--- src/rtl/route_compute_if.sv ---
// Flit-in / flit-out / routing-table signals of one route-compute stage.
// The stage itself connects through "slave"; the surrounding router (or a bench) uses "master".
interface route_compute_if #(
    parameter int ADDR_W = 4,
    parameter int DIR_W  = 3,
    parameter int DATA_W = 32
);
    logic [DATA_W+1:0] in_flit;
    logic              in_valid;
    logic              in_ready;
    logic [ADDR_W-1:0] table_addr;
    logic [DIR_W-1:0]  table_data;
    logic [DATA_W+1:0] out_flit;
    logic              out_valid;
    logic              out_ready;
    logic [DIR_W-1:0]  out_dir;
    logic              busy;
    logic              proto_err;
    logic [7:0]        drop_count;

    modport slave (
        input  in_flit, in_valid, table_data, out_ready,
        output in_ready, table_addr, out_flit, out_valid, out_dir, busy, proto_err, drop_count
    );

    modport master (
        output in_flit, in_valid, table_data, out_ready,
        input  in_ready, table_addr, out_flit, out_valid, out_dir, busy, proto_err, drop_count
    );
endinterface

--- src/rtl/route_compute.sv ---
// Per-input-port route computation: looks up the head's destination in the node's routing
// table, then streams the packet to the switch allocator tagged with that direction.
module route_compute #(
    parameter int ADDR_W = 4,
    parameter int DIR_W  = 3,
    parameter int DATA_W = 32
) (
    input  logic           clk,
    input  logic           reset,
    route_compute_if.slave bus
);
    localparam int FW = DATA_W + 2;
    localparam logic [DIR_W-1:0] DIR_LOCAL = DIR_W'(4);

    typedef enum logic [1:0] {IDLE, LOOKUP, SEND} state_t;

    state_t            r_state, w_next_state;
    logic [FW-1:0]     r_hold;
    logic [FW-1:0]     r_out_flit;
    logic [ADDR_W-1:0] r_table_addr;
    logic [DIR_W-1:0]  r_out_dir;
    logic [7:0]        r_drop_count;
    logic              r_out_valid;
    logic              r_tail_loaded;
    logic              r_proto_err;

    logic [1:0] w_in_type;
    logic       w_in_head;
    logic       w_in_tail;
    logic       w_in_ready;
    logic       w_accept;
    logic       w_depart;
    logic       w_table_bad;

    assign w_in_type   = bus.in_flit[FW-1:DATA_W];
    assign w_in_head   = w_in_type[1];
    assign w_in_tail   = (w_in_type == 2'b01);
    assign w_accept    = bus.in_valid && w_in_ready;
    assign w_depart    = r_out_valid && bus.out_ready;
    assign w_table_bad = (bus.table_data > DIR_LOCAL);

    always_ff @(posedge clk or negedge reset) begin
        if (!reset) r_state <= IDLE;
        else        r_state <= w_next_state;
    end

    always_comb begin
        // NOTE: every output of this block gets a default first, so no path can infer a latch.
        w_next_state = r_state;
        w_in_ready   = 1'b0;
        unique case (r_state)
            IDLE: begin
                w_in_ready = 1'b1;
                if (bus.in_valid && w_in_head) w_next_state = LOOKUP;
            end
            LOOKUP: w_next_state = SEND;
            SEND: begin
                // Once the tail is loaded nothing more is accepted, so this departure ends the packet.
                w_in_ready = !r_tail_loaded && (!r_out_valid || bus.out_ready);
                if (w_depart && r_tail_loaded) w_next_state = IDLE;
            end
            default: w_next_state = IDLE;
        endcase
    end

    // NOTE: sequential state uses non-blocking assignments so every register samples pre-edge values.
    always_ff @(posedge clk or negedge reset) begin
        if (!reset) begin
            r_hold        <= '0;
            r_out_flit    <= '0;
            r_table_addr  <= '0;
            r_out_dir     <= DIR_LOCAL;
            r_drop_count  <= '0;
            r_out_valid   <= 1'b0;
            r_tail_loaded <= 1'b0;
            r_proto_err   <= 1'b0;
        end else begin
            unique case (r_state)
                IDLE: begin
                    if (w_accept && w_in_head) begin
                        r_hold       <= bus.in_flit;
                        r_table_addr <= bus.in_flit[ADDR_W-1:0];
                    end else if (w_accept) begin
                        r_proto_err <= 1'b1;
                        if (r_drop_count != 8'hFF) r_drop_count <= r_drop_count + 8'd1;
                    end
                end
                LOOKUP: begin
                    r_out_dir     <= w_table_bad ? DIR_LOCAL : bus.table_data;
                    if (w_table_bad) r_proto_err <= 1'b1;
                    r_out_flit    <= r_hold;
                    r_out_valid   <= 1'b1;
                    r_tail_loaded <= (r_hold[FW-1:DATA_W] == 2'b11);
                end
                SEND: begin
                    if (w_accept) begin
                        r_out_valid <= 1'b1;
                        // A stray head inside a packet is demoted to a body on the current route.
                        if (w_in_head) begin
                            r_out_flit  <= {2'b00, bus.in_flit[DATA_W-1:0]};
                            r_proto_err <= 1'b1;
                        end else begin
                            r_out_flit <= bus.in_flit;
                        end
                        if (w_in_tail) r_tail_loaded <= 1'b1;
                    end else if (w_depart) begin
                        r_out_valid   <= 1'b0;
                        r_tail_loaded <= 1'b0;
                    end
                end
                default: ;
            endcase
        end
    end

    assign bus.in_ready   = w_in_ready;
    assign bus.table_addr = r_table_addr;
    assign bus.out_flit   = r_out_flit;
    assign bus.out_valid  = r_out_valid;
    assign bus.out_dir    = r_out_dir;
    assign bus.busy       = (r_state != IDLE);
    assign bus.proto_err  = r_proto_err;
    assign bus.drop_count = r_drop_count;
endmodule

--- src/flat_wrapper.sv ---
// flat-port wrapper written by rule: the top's interface ports become plain ports
module route_compute_flat 
#(
    parameter int ADDR_W = 4,
    parameter int DIR_W  = 3,
    parameter int DATA_W = 32
)
  (clk, reset, bus_in_flit, bus_in_valid, bus_table_data, bus_out_ready, bus_in_ready, bus_table_addr, bus_out_flit, bus_out_valid, bus_out_dir, bus_busy, bus_proto_err, bus_drop_count);
  route_compute_if #(.ADDR_W(ADDR_W), .DIR_W(DIR_W), .DATA_W(DATA_W)) bus_i ();
  input  logic clk;
  input  logic reset;
  input wire logic [$bits(bus_i.in_flit)-1:0] bus_in_flit;
  input wire logic [$bits(bus_i.in_valid)-1:0] bus_in_valid;
  input wire logic [$bits(bus_i.table_data)-1:0] bus_table_data;
  input wire logic [$bits(bus_i.out_ready)-1:0] bus_out_ready;
  output wire logic [$bits(bus_i.in_ready)-1:0] bus_in_ready;
  output wire logic [$bits(bus_i.table_addr)-1:0] bus_table_addr;
  output wire logic [$bits(bus_i.out_flit)-1:0] bus_out_flit;
  output wire logic [$bits(bus_i.out_valid)-1:0] bus_out_valid;
  output wire logic [$bits(bus_i.out_dir)-1:0] bus_out_dir;
  output wire logic [$bits(bus_i.busy)-1:0] bus_busy;
  output wire logic [$bits(bus_i.proto_err)-1:0] bus_proto_err;
  output wire logic [$bits(bus_i.drop_count)-1:0] bus_drop_count;
  assign bus_i.in_flit = bus_in_flit;
  assign bus_i.in_valid = bus_in_valid;
  assign bus_i.table_data = bus_table_data;
  assign bus_i.out_ready = bus_out_ready;
  assign bus_in_ready = bus_i.in_ready;
  assign bus_table_addr = bus_i.table_addr;
  assign bus_out_flit = bus_i.out_flit;
  assign bus_out_valid = bus_i.out_valid;
  assign bus_out_dir = bus_i.out_dir;
  assign bus_busy = bus_i.busy;
  assign bus_proto_err = bus_i.proto_err;
  assign bus_drop_count = bus_i.drop_count;
  route_compute #(.ADDR_W(ADDR_W), .DIR_W(DIR_W), .DATA_W(DATA_W)) u_core (.clk(clk), .reset(reset), .bus(bus_i));
endmodule
--- config.mk ---
export PLATFORM = sky130hd
export DESIGN_NAME = route_compute_flat
export DESIGN_NICKNAME = d
export VERILOG_FILES = /design/src/rtl/route_compute_if.sv /design/src/rtl/route_compute.sv /design/src/flat_wrapper.sv
export SDC_FILE = /design/constraint.sdc
export NUM_CORES = 1
export LEC_CHECK = 0
export CORE_MARGIN = 8
export CORE_UTILIZATION = 55
export CTS_BUF_LIST = sky130_fd_sc_hd__clkbuf_2
export DETAILED_ROUTE_END_ITERATION = 10
export GPL_ROUTABILITY_DRIVEN = 0
export GPL_TIMING_DRIVEN = 1
export PLACE_DENSITY = 0.91
export SYNTH_ARGS = -nofsm -noshare
export SYNTH_HDL_FRONTEND = slang
export SYNTH_SLANG_ARGS = --single-unit
--- constraint.sdc ---
create_clock -name clk -period 3.5 [get_ports clk]
set_clock_uncertainty 0.15 [all_clocks]
set_input_delay 0.7 -clock clk [delete_from_list [all_inputs] [get_ports clk]]
set_output_delay 0.7 -clock clk [all_outputs]
set_load 0.005 [all_outputs]
==> impl_summary.log <==
[metrics] status: complete, no violations
[metrics] post-cts hold buffer count: 0
[metrics] Post-synth EDFFs: 0
[metrics] effective utilization at floorplan: 57.36%
[metrics] I/O pin count: 94
[metrics] drt initial violations: 179
[metrics] count of cells resized by post-cts repair: 0
[metrics] PnR Total Power: 4.143 mW
[metrics] predominant post-synthesis flop cell: sky130_fd_sc_hd__dfrtp_1
[metrics] setup repair after global routing missed its margin: no
[metrics] share of synthesized area occupied by flip-flops and latches: 53.67%
[metrics] number of global-route vias before repair: 3383
[metrics] routed len/inst: 17.89 um
[metrics] Post-synth ARST share: 100.0%
[metrics] Hold Fails Final Rpt: 0
[metrics] required time at the endpoint of the critical path: 2.65 ns
[metrics] final worst-path setup slack: 0.3727 ns
[metrics] Min Clock Period, post-route: 3.127 ns
[metrics] total wire length after detailed routing: 9695 um
[metrics] power per standard cell area: 835.2 nW/um^2
[metrics] largest net degree at the start of global routing: 85
[metrics] Post-Synthesis Cells: 363
[metrics] overall track demand over capacity in global routing: 19.83%
[metrics] cell type with the highest aggregate area in the netlist: sky130_fd_sc_hd__dfrtp_1
[metrics] # placed instances: 526
[metrics] Congestion Overflow GR: 0
[metrics] I/O Buffers: 93
[metrics] startpoint of the worst setup timing path: bus_out_ready
[metrics] cell chosen for the clock root: sky130_fd_sc_hd__clkbuf_2
[metrics] category of the worst setup path capture point: primary output
[metrics] total number of nets in the final design: 486
[metrics] global-route wire length before repair: 16170 um
[metrics] element type at the critical path start: input port
[metrics] Synth area leaders: sky130_fd_sc_hd__dfrtp_1 (53%), sky130_fd_sc_hd__nand3_1 (13%), sky130_fd_sc_hd__mux2_2 (11%)
[metrics] highest clock frequency the design can meet: 319.8 MHz
[metrics] count of final max-slew check failures: 0
[metrics] clock tree from TritonCTS: built
[metrics] Core Region: 6832 um^2
[metrics] Critical Path Fanout Max: 4
[metrics] Chip Height: 100.4 um
[metrics] kind of path behind the tightest hold check: input port to asynchronous set/reset pin
[metrics] critical path class: input port to primary output
[metrics] post-route clock period utilization: 89.35%
[metrics] largest voltage drop on the vdd net: 0.0004315 V
[metrics] setup slack at placement: 0.3840 ns
[metrics] clock tree buffer depth: 2
[metrics] number of sinks handled by clock tree synthesis: 84
[metrics] area of the die: 10080 um^2
[metrics] max-capacitance violation count: 0
[metrics] number of warnings reported in the yosys synthesis log: 0
[metrics] Mean Syn Cell Area: 10.80 um^2
[metrics] Yosys top cell area share: 53.00%
[metrics] ratio of cells with drive above 1 in the final layout: 15.92%
[metrics] leakage component of the power: 2.073 nW
[metrics] most common cell after layout, fill and taps aside: sky130_fd_sc_hd__nand3_1
[metrics] synthesis-to-finish area growth: 26.60%
[metrics] worst-margin pin slew: 1.046 ns
[metrics] synthesized flop and latch total: 84
[metrics] clock-pin slew of the registers on the worst-case setup and hold paths: 0.20 ns
[metrics] H-tree levels: 3
[metrics] total via count after detailed routing: 3215
[metrics] Antenna Nets Post-Route: 0
[metrics] commonest cells after routing, fill and taps aside: sky130_fd_sc_hd__nand3_1 (105), sky130_fd_sc_hd__clkdlybuf4s50_1 (92), sky130_fd_sc_hd__dfrtp_1 (83)
[metrics] first-pass iteration count of the detailed router: 4
[metrics] number of antenna violations at the first check in global routing: 0
[metrics] relative slew slack: 30.27%
[metrics] post-synth cell types: 43
[metrics] residual DRC count: 0
[metrics] Via density: 5.932
[metrics] number of cell rows: 30
[metrics] Setup Total Neg Slack: 0 ns
[metrics] netlist area before placement: 3919 um^2
[metrics] Antenna diodes: 0
[metrics] Mapped Nets: 408
[metrics] Post-CTS Repair Setup Buffers: 0
[metrics] CP Data Arrival Time: 2.28 ns
[metrics] FF-to-FF Start: u_core.r_state[0]$_DFFE_PN0P_
[metrics] cts bufs inserted: 9
[metrics] Die Span X: 100.4 um
[metrics] placed wire-length estimate: 6497 um
[metrics] setup-violating endpoint count in the final report: 0
[metrics] insertion delay of the later-clocked pin in the worst-skew pair: 0.49 ns
[metrics] final instance count without filler cells: 542
state kept, by name, indices dropped and copies added, names as in the netlist:
signal	cells
u_core.bus.drop_count	8
u_core.bus.out_flit	34
u_core.bus.table_addr	3
u_core.r_tail_loaded	1
u_core.bus.proto_err	1
u_core.bus.out_valid	1
u_core.r_hold	31
u_core.r_state	2
u_core.bus.out_dir	3
where the power goes:
group          internal (mW)  leakage [nW]  switching [mW]
Sequential              1.42          1.02           0.339
Clock                  0.102        0.0596           0.308
Combinational           1.07         0.995           0.906
area by class of cell:
cell class              instances  area (um^2)
inverters                       8        30.03
multi-input cells             239         1640
fillers                       515         1871
repair buffers                 99        985.9
flip-flops and latches         84         2103
clock buffers                  13        65.06
well taps                      96        120.1
clock inverters                 3        16.27
cell usage after synthesis (3+ instances only):
cell and instances:
sky130_fd_sc_hd__nor2_1 5, sky130_fd_sc_hd__o21ai_0 7, sky130_fd_sc_hd__buf_2 13, sky130_fd_sc_hd__dfrtp_1 83, sky130_fd_sc_hd__nand3_1 105, sky130_fd_sc_hd__nand2_1 10, sky130_fd_sc_hd__a22oi_1 34, sky130_fd_sc_hd__buf_1 4
sky130_fd_sc_hd__inv_1 7, sky130_fd_sc_hd__mux2_2 38, sky130_fd_sc_hd__ha_1 4, sky130_fd_sc_hd__a21oi_1 3, sky130_fd_sc_hd__buf_4 4, sky130_fd_sc_hd__clkbuf_1 10
cells by family after synthesis:
kind of cell,Yosys count,synth area share [%]
and+or+nand+nor,136,17.69
DFF,84,53.67
AOI/OAI and AO/OA,56,10.54
muxes,41,11.72
buffers and inverters,40,4.661
adders and majority gates,4,1.277
xor gates and xnor gates,2,0.4471
metrics by stage:
stage | utilization (%) | instance area [um^2] | hold slack [ns]
global route | 72.62 | 4961 | 0.2521
global placement | 71.43 | 4880 | 0.3037
finish | 72.62 | 4961 | 0.2003
floorplan | - | 3919 | 0.2544
detailed placement | 71.43 | 4880 | 0.3124
CTS | 72.62 | 4961 | 0.2161
critical path: stages:
cell and delay [ns]:
sky130_fd_sc_hd__clkdlybuf4s50_1 0.52, sky130_fd_sc_hd__and2b_1 0.24, sky130_fd_sc_hd__nor3_1 0.18, sky130_fd_sc_hd__or2_2 0.14
sky130_fd_sc_hd__clkdlybuf4s50_1 0.49
metal layers:
| layer | track usage (%) | share of wire, % |
|---|---|---|
| met5 | 0 | 0 |
| met4 | 8.605 | 1.4 |
| met3 | 4.429 | 6.2 |
| met2 | 33.38 | 51 |
| met1 | 23.76 | 42 |
worst paths after layout:
| check | depth (start not counted) | to | slack [ns] |
|---|---|---|---|
| worst min register to register | 1 | u_core.bus.proto_err$_DFFE_PN0P_ | 0.36 |
| worst min-delay path | 1 | u_core.r_hold[8]$_DFFE_PN0P_ | 0.20 |
| worst max register to register | 7 | u_core.bus.out_flit[4]$_DFFE_PN0P_ | 1.10 |
| max in group asynchronous | 1 | u_core.r_hold[11]$_DFFE_PN0P_ | 2.31 |
| worst max-delay path | 5 | bus_in_ready | 0.37 |
| min in group clk | 1 | u_core.bus.proto_err$_DFFE_PN0P_ | 0.36 |
No activity file was read; power rests on OpenSTA's default activity.
